### config.mk
export PLATFORM = sky130hd
export DESIGN_NAME = pipe_hazard_unit
export DESIGN_NICKNAME = d
export VERILOG_FILES = /design/src/rtl/pipe_hazard_unit.sv
export SDC_FILE = /design/constraint.sdc
export NUM_CORES = 1
export LEC_CHECK = 0
export ABC_AREA = 1
export BUFFER_PORTS_ARGS = -buffer_cell sky130_fd_sc_hd__buf_2
export CORE_MARGIN = 2
export CORE_UTILIZATION = 45
export DETAILED_ROUTE_END_ITERATION = 6
export PLACE_DENSITY = 0.74
export REMOVE_ABC_BUFFERS = 1
export SLEW_MARGIN = 10
export SYNTH_ARGS = -nofsm -noshare
export SYNTH_HDL_FRONTEND = slang
export SYNTH_SLANG_ARGS = --single-unit
### constraint.sdc
create_clock -name clk -period 5.1 [get_ports clk]
set_clock_uncertainty 0.15 [all_clocks]
set_input_delay 0.255 -clock clk [delete_from_list [all_inputs] [get_ports clk]]
set_output_delay 0.255 -clock clk [all_outputs]
set_load 0.05 [all_outputs]
### src/rtl/pipe_hazard_unit.sv
// Hazard detection and pipeline control for a 5-stage MIPS pipeline.
// Tracks which destination registers are in flight in EX and MEM. From that it
// derives the stall/bubble and flush controls, the registered EX forwarding
// selects, and the saturating stall/flush performance counters.
module pipe_hazard_unit #(
  parameter int RA_W     = 5,
  parameter int FWD_EN   = 1,
  parameter int BR_FLUSH = 3,
  parameter int CNT_W    = 16
) (
  input  logic             clk,
  input  logic             rst_n,
  input  logic             id_valid,
  input  logic [RA_W-1:0]  id_rs,
  input  logic [RA_W-1:0]  id_rt,
  input  logic             id_uses_rs,
  input  logic             id_uses_rt,
  input  logic [RA_W-1:0]  id_dst,
  input  logic             id_reg_write,
  input  logic             id_mem_read,
  input  logic             redirect,
  output logic             stall_pc,
  output logic             stall_if_id,
  output logic             bubble_id_ex,
  output logic             flush_if_id,
  output logic             flush_id_ex,
  output logic             flush_ex_mem,
  output logic [1:0]       fwd_a,
  output logic [1:0]       fwd_b,
  output logic [CNT_W-1:0] stall_cnt,
  output logic [CNT_W-1:0] flush_cnt
);

  localparam logic FWD_ON  = (FWD_EN != 0);
  localparam logic FLUSH_2 = (BR_FLUSH >= 2);
  localparam logic FLUSH_3 = (BR_FLUSH >= 3);

  // Shadow of the EX and MEM stages. The WB stage is not tracked because the
  // register file is write-first: a WB producer is already visible to ID, so
  // its state could never change any output. MEM's load flag is dropped for
  // the same reason, since it only matters while the load is in EX.
  logic            ex_valid_q, ex_valid_d;
  logic [RA_W-1:0] ex_dst_q, ex_dst_d;
  logic            ex_rw_q, ex_rw_d;
  logic            ex_mr_q, ex_mr_d;
  logic            mem_valid_q, mem_valid_d;
  logic [RA_W-1:0] mem_dst_q, mem_dst_d;
  logic            mem_rw_q, mem_rw_d;

  logic [1:0]       fwd_a_q, fwd_a_d;
  logic [1:0]       fwd_b_q, fwd_b_d;
  logic [CNT_W-1:0] stall_cnt_q, stall_cnt_d;
  logic [CNT_W-1:0] flush_cnt_q, flush_cnt_d;

  logic ex_rs, ex_rt, mem_rs, mem_rt;
  logic hz, stall, flush_if, flush_id, flush_ex;

  // A source operand depends on a stage when the stage writes a nonzero
  // register that equals the source, and the ID instruction actually reads it.
  function automatic logic src_hit(input logic            v,
                                   input logic            rw,
                                   input logic [RA_W-1:0] dst,
                                   input logic            uses,
                                   input logic [RA_W-1:0] src);
    return v & rw & (dst != '0) & uses & (src == dst);
  endfunction

  // Hazard detection and redirect decode; redirect beats stall.
  always_comb begin
    ex_rs  = src_hit(ex_valid_q,  ex_rw_q,  ex_dst_q,  id_uses_rs, id_rs);
    ex_rt  = src_hit(ex_valid_q,  ex_rw_q,  ex_dst_q,  id_uses_rt, id_rt);
    mem_rs = src_hit(mem_valid_q, mem_rw_q, mem_dst_q, id_uses_rs, id_rs);
    mem_rt = src_hit(mem_valid_q, mem_rw_q, mem_dst_q, id_uses_rt, id_rt);
    if (FWD_ON) hz = id_valid & (ex_rs | ex_rt) & ex_mr_q;
    else        hz = id_valid & (ex_rs | ex_rt | mem_rs | mem_rt);
    // NOTE: rst_n gates the combinational controls so they drop the instant
    // reset is asserted, even while the shadow inputs still show a hazard.
    stall    = rst_n & hz & ~redirect;
    flush_if = rst_n & redirect;
    flush_id = flush_if & FLUSH_2;
    flush_ex = flush_if & FLUSH_3;
  end

  // Next shadow state, forwarding selects and counter values.
  always_comb begin
    // With BR_FLUSH == 1 only the fetched instruction is squashed; the ID
    // instruction still advances, so the IF/ID flush never invalidates S_EX.
    ex_valid_d  = id_valid & ~(stall | flush_id);
    ex_dst_d    = id_dst;
    ex_rw_d     = id_reg_write;
    ex_mr_d     = id_mem_read;
    mem_valid_d = ex_valid_q & ~flush_ex;
    mem_dst_d   = ex_dst_q;
    mem_rw_d    = ex_rw_q;

    fwd_a_d = 2'b00;
    fwd_b_d = 2'b00;
    if (FWD_ON && !stall && !flush_id) begin
      // The younger producer (EX) takes precedence over MEM.
      if (ex_rs)       fwd_a_d = 2'b10;
      else if (mem_rs) fwd_a_d = 2'b01;
      if (ex_rt)       fwd_b_d = 2'b10;
      else if (mem_rt) fwd_b_d = 2'b01;
    end

    stall_cnt_d = stall_cnt_q;
    flush_cnt_d = flush_cnt_q;
    if (stall && (stall_cnt_q != '1))    stall_cnt_d = stall_cnt_q + CNT_W'(1);
    if (flush_if && (flush_cnt_q != '1)) flush_cnt_d = flush_cnt_q + CNT_W'(1);
  end

  // Control state: valid bits, forwarding selects and counters.
  always_ff @(posedge clk or negedge rst_n) begin
    if (!rst_n) begin
      ex_valid_q  <= 1'b0;
      mem_valid_q <= 1'b0;
      fwd_a_q     <= 2'b00;
      fwd_b_q     <= 2'b00;
      stall_cnt_q <= '0;
      flush_cnt_q <= '0;
    end else begin
      // NOTE: sequential state uses non-blocking assignments so every flop
      // samples the pre-edge values computed above.
      ex_valid_q  <= ex_valid_d;
      mem_valid_q <= mem_valid_d;
      fwd_a_q     <= fwd_a_d;
      fwd_b_q     <= fwd_b_d;
      stall_cnt_q <= stall_cnt_d;
      flush_cnt_q <= flush_cnt_d;
    end
  end

  // Shadow payload fields.
  // NOTE: payload is qualified by its valid bit everywhere, so it carries no
  // reset; only the valid bits must come out of reset cleared.
  always_ff @(posedge clk) begin
    ex_dst_q  <= ex_dst_d;
    ex_rw_q   <= ex_rw_d;
    ex_mr_q   <= ex_mr_d;
    mem_dst_q <= mem_dst_d;
    mem_rw_q  <= mem_rw_d;
  end

  assign stall_pc     = stall;
  assign stall_if_id  = stall;
  assign bubble_id_ex = stall;
  assign flush_if_id  = flush_if;
  assign flush_id_ex  = flush_id;
  assign flush_ex_mem = flush_ex;
  assign fwd_a        = fwd_a_q;
  assign fwd_b        = fwd_b_q;
  assign stall_cnt    = stall_cnt_q;
  assign flush_cnt    = flush_cnt_q;

endmodule

; Word level (Yosys, flattened, before mapping)
; Index checks and enable logic that the tools add are counted.
[op_classes]
n_eq_ne = 6
bitwise_logic = 24
n_addsub = 2
n_reduce_logical = 7
muxes = 6
[op_table]
columns = operator, count
row1 = $add A16 B1 Y16 const B, 2
row2 = $ne A16 B16 Y1 const B, 2
row3 = $eq A5 B5 Y1, 4
row4 = $and A1 B1 Y1, 19
row5 = $reduce_bool A5 Y1, 2
row6 = $mux W2, 4
row7 = $logic_and A1 B1 Y1, 3
row8 = $not A1 Y1, 3
row9 = $logic_not A1 Y1, 2
row10 = $mux W1, 2
row11 = $or A1 B1 Y1, 2
[word_totals]
output_inout_bits = 42
register_bits = 51
inputBits = 23

; Depth between registers and ports, before layout
[logic_depth]
depth_word = 12
mapped_depth = 12
ltp_nobuf = 11

; Worst setup path before layout
; No wires, ideal clock.
[synth_path]
path_kind = reg2out
start = register ex_dst_q[0]
end = output stall_if_id
stages_incl_launch_ff = 11
slack_ns = 2.982
t_arrival_ns = 1.713
n_path_buf = 2
t_required_ns = 4.695
cell_sequence = dfxtp_1 -> inv_1 -> nand2_1 -> nand3_2 -> nor2_2 -> nand3_2 -> nand2_4 -> nand3_4 -> buf_6 -> inv_1 -> buf_4
[synth_via]
elab_chain_len = 9
elab_cells_between_ends = 13
cone_classes = eq/ne (2) / bitwise (10) / reduce/logical (1)
[synth_rtl]
columns = item, line_no
row1 = "start, declared", 43  ; logic [RA_W-1:0] ex_dst_q, ex_dst_d;
row2 = "start signal, assigned", 137  ; ex_dst_q <= ex_dst_d;
row3 = $reduce_bool A5 Y1, 65  ; return v & rw & (dst != '0) & uses & (src == dst);
row4 = $and A1 B1 Y1 (3 in series), 65
row5 = $or A1 B1 Y1 (*), -
row6 = $and A1 B1 Y1 (*) (2 in series), 74  ; if (FWD_ON) hz = id_valid & (ex_rs | ex_rt) & ex_mr_q;
row7 = $and A1 B1 Y1 (*) (2 in series), 78  ; stall = rst_n & hz & ~redirect;
row8 = "end, declared", 23  ; output logic stall_if_id,
; Every way passes the cells marked *; elsewhere a longest branch is shown, timed or not.

; Worst setup path after layout
[layout_path]
start = input rst_n
end = output bubble_id_ex
[layout_via]
elab_chain_len = 2
[layout_rtl]
columns = item, line_no
row1 = "start, declared", 12  ; input logic rst_n,
row2 = $and A1 B1 Y1 (2 in series), 78
row3 = "end, declared", 24  ; output logic bubble_id_ex,
; Every way passes these cells.

==> reports/metrics.csv <==
metric;value;unit
Post-Syn Area;2810;µm²
ANT cells;0;
CTS Hold Bufs;8;
Overflow after GRT;0;
wirelength, routed;6.25;mm
CTS tree;yes;
outcome;completed;
total CTS buffers;5;
synth warn;0;
Yosys reg bits;51;
Clock Tree Buf Depth;2;
RSZ-0062 raised after global routing;false;
CTS Root Cell;clkbuf_8;
post-CTS sizing;0;
TNS Setup;0;ns
die extent in y;83.0;µm
clk_lat worst skew;0.31;ns
Crit path max-delay family;buffers and inverters;
Power Dens Cells;282;nW/µm²
# DRC;0;
period utilization;58.4;%
post-DP HPWL;4.67;mm
Avg Synthesized Cell Area;7.51;µm²
Starting Density;46.9;%
Max Cap Violations;0;
critical path's slowest cell;buf_2;
Critical Path Max Stage Delay;0.68;ns
core area;5990;µm²
Initial DRC Count;110;
area share of the largest cell type after synthesis;33.8;%
crit-path most repeated cell;buf_2;
ys async rst share;74.5;%
GR Util All Layers;18.7;%
Crit. End Element;primary output;
Sink Count;51;
Synth area leader;dfrtp_1;
type of origin of the critical path;input port;
PnR Total Power;0.935;mW
synth cell count leaders;nand2_1, inv_1, dfrtp_1, nor2_1, nand3_1;
post-DR vias/cell;4.93;
Die Footprint;6890;µm²
initial antenna violation count;0;
Routed WL per cell;12.0;µm
IO buf count;64;
crit-path max FO;40;
GPL Wtd Cong;0.917;
Worst Hold Class;input port to flip-flop;
vias in the first global route;2486;
Post-synth EDFFs;0;
crit-path cells;dlygate4sd3_1 > buf_2 > and3_2 > nand3_4 > inv_1 > buf_2;
post-synthesis sequential area ratio;43.1;%
Syn-to-layout area delta;18.1;%
Slew Limit Fails;0;
worst vdd ir;0.203;mV
Setup Viol. Count Final;0;
Max Freq;336;MHz
share of layout cells above drive strength 1;23.1;%
most common cell in the netlist;nand2_1;
Leakage;1.70;nW
CP arrival;2.57;ns
# rows;28;
ys flop type;dfrtp_1;
Buf/Inv on CP;4;
final net count;470;
ranking of synthesized cells by area;dfrtp_1, nand2_1, dfxtp_1;
via count;2571;
Setup CP Type;input port to primary output;
Setup Buffers After CTS;0;
Die Wd;83.0;µm
largest net degree at the start of global routing;41;
Final Hold Viols;0;
Worst-path clk slew;0.09;ns
worst rel slew slack;41.9;%
pin slew with the least headroom to its limit;0.872;ns
CTS H-tree lvls;2;
Ports;65;
Cells after Synth;374;
first-pass GRT wire length;10.8;mm
first drt pass iteration count;4;
fill count;571;
synth unique cells;31;
crit path time final;2.98;ns
Req. time, crit path;4.70;ns
Antenna Nets Post-Route;0;
## worst min-delay path, delay by kind of cell
family,cells,cell delay (ns)
simple gates,1,0.04
buf+inv,2,0.15
## layer usage
metal | wire (µm) | global-route usage, %
met1 | 2850 | 22.9
met2 | 3050 | 32.9
met3 | 254 | 3.58
met4 | 98 | 6.26
met5 | 0 | 0
## state kept, by name, indices dropped and copies added (netlist names)
name         cells
flush_cnt       16
stall_cnt       16
ex_dst_q         5
mem_dst_q        5
fwd_a            2
fwd_b            2
ex_mr_q          1
ex_rw_q          1
ex_valid_q       1
mem_rw_q         1
mem_valid_q      1
## where the power goes
group          switching (mW)  internal, mW  total, mW
Clock                   0.138        0.0963      0.234
Sequential             0.0350         0.433      0.468
Combinational           0.168        0.0654      0.234
## cells by family (layout without fill, tap and decap cells)
group / count (synthesis) / count (layout) / synth area share (%)
DFF: 51 / 51 / 43.1
xor gates and xnor gates: 17 / 17 / 5.30
adders and majority gates: 2 / 2 / 0.890
AOI/OAI and AO/OA: 33 / 33 / 6.77
buffers and inverters: 64 / 136 / 10.0
and+or+nand+nor: 207 / 207 / 33.9
## per-stage QoR
step | utilization [%] | setup slack [ns] | hold slack [ns] | area, µm² | instances
6_report | 55.4 | 2.12 | 0.0223 | 3320 | 521
5_1_grt | 55.4 | 1.82 | 0.0167 | 3320 | 521
4_1_cts | 55.4 | 2.03 | 0.0172 | 3320 | 521
3_5_place_dp | 52.6 | 2.57 | 0.209 | 3150 | 505
3_3_place_gp | 52.6 | 2.60 | 0.208 | 3150 | 505
2_1_floorplan | - | 2.65 | -0.191 | 2740 | 366
## final cells by class
class	count	area (µm²)	area share, %
Inverter	56	210	6.33
Timing Repair Buffer	72	400	12.1
Clock buffer	6	72.6	2.19
Tap cell	75	93.8	2.83
Multi-Input combinational cell	259	1320	39.7
Clock inverter	2	12.5	0.377
Sequential cell	51	1210	36.5
## worst paths after layout
path,start,end,slack (ns),depth (start not counted)
min in group asynchronous,rst_n,stall_cnt[12],0.44,2
min,id_valid,ex_valid_q,0.02,3
max reg2reg,flush_cnt[0],flush_cnt[15],2.87,8
max,rst_n,bubble_id_ex,2.12,6
min reg2reg,ex_rw_q,mem_rw_q,0.23,0
max in group asynchronous,rst_n,flush_cnt[14],3.81,2
## layout by cell type, fill, tap and decap left out, types with 2 or more instances in the layout
master and instances:
dfxtp_1 13, o21ai_1 13, nand3_1 18, nand3_2 4, dlygate4sd3_1 8, xnor2_1 6
nand2_1 109, dfrtp_1 38, clkbuf_8 5, xor2_1 11, o21ai_2 6, inv_2 6
ha_1 2, nor3_1 9, a21oi_1 5, nor2_2 9, nor2_1 38, nand4_1 11
o21ai_0 7, buf_2 64, inv_1 50
(Power assumes the default switching activity.)
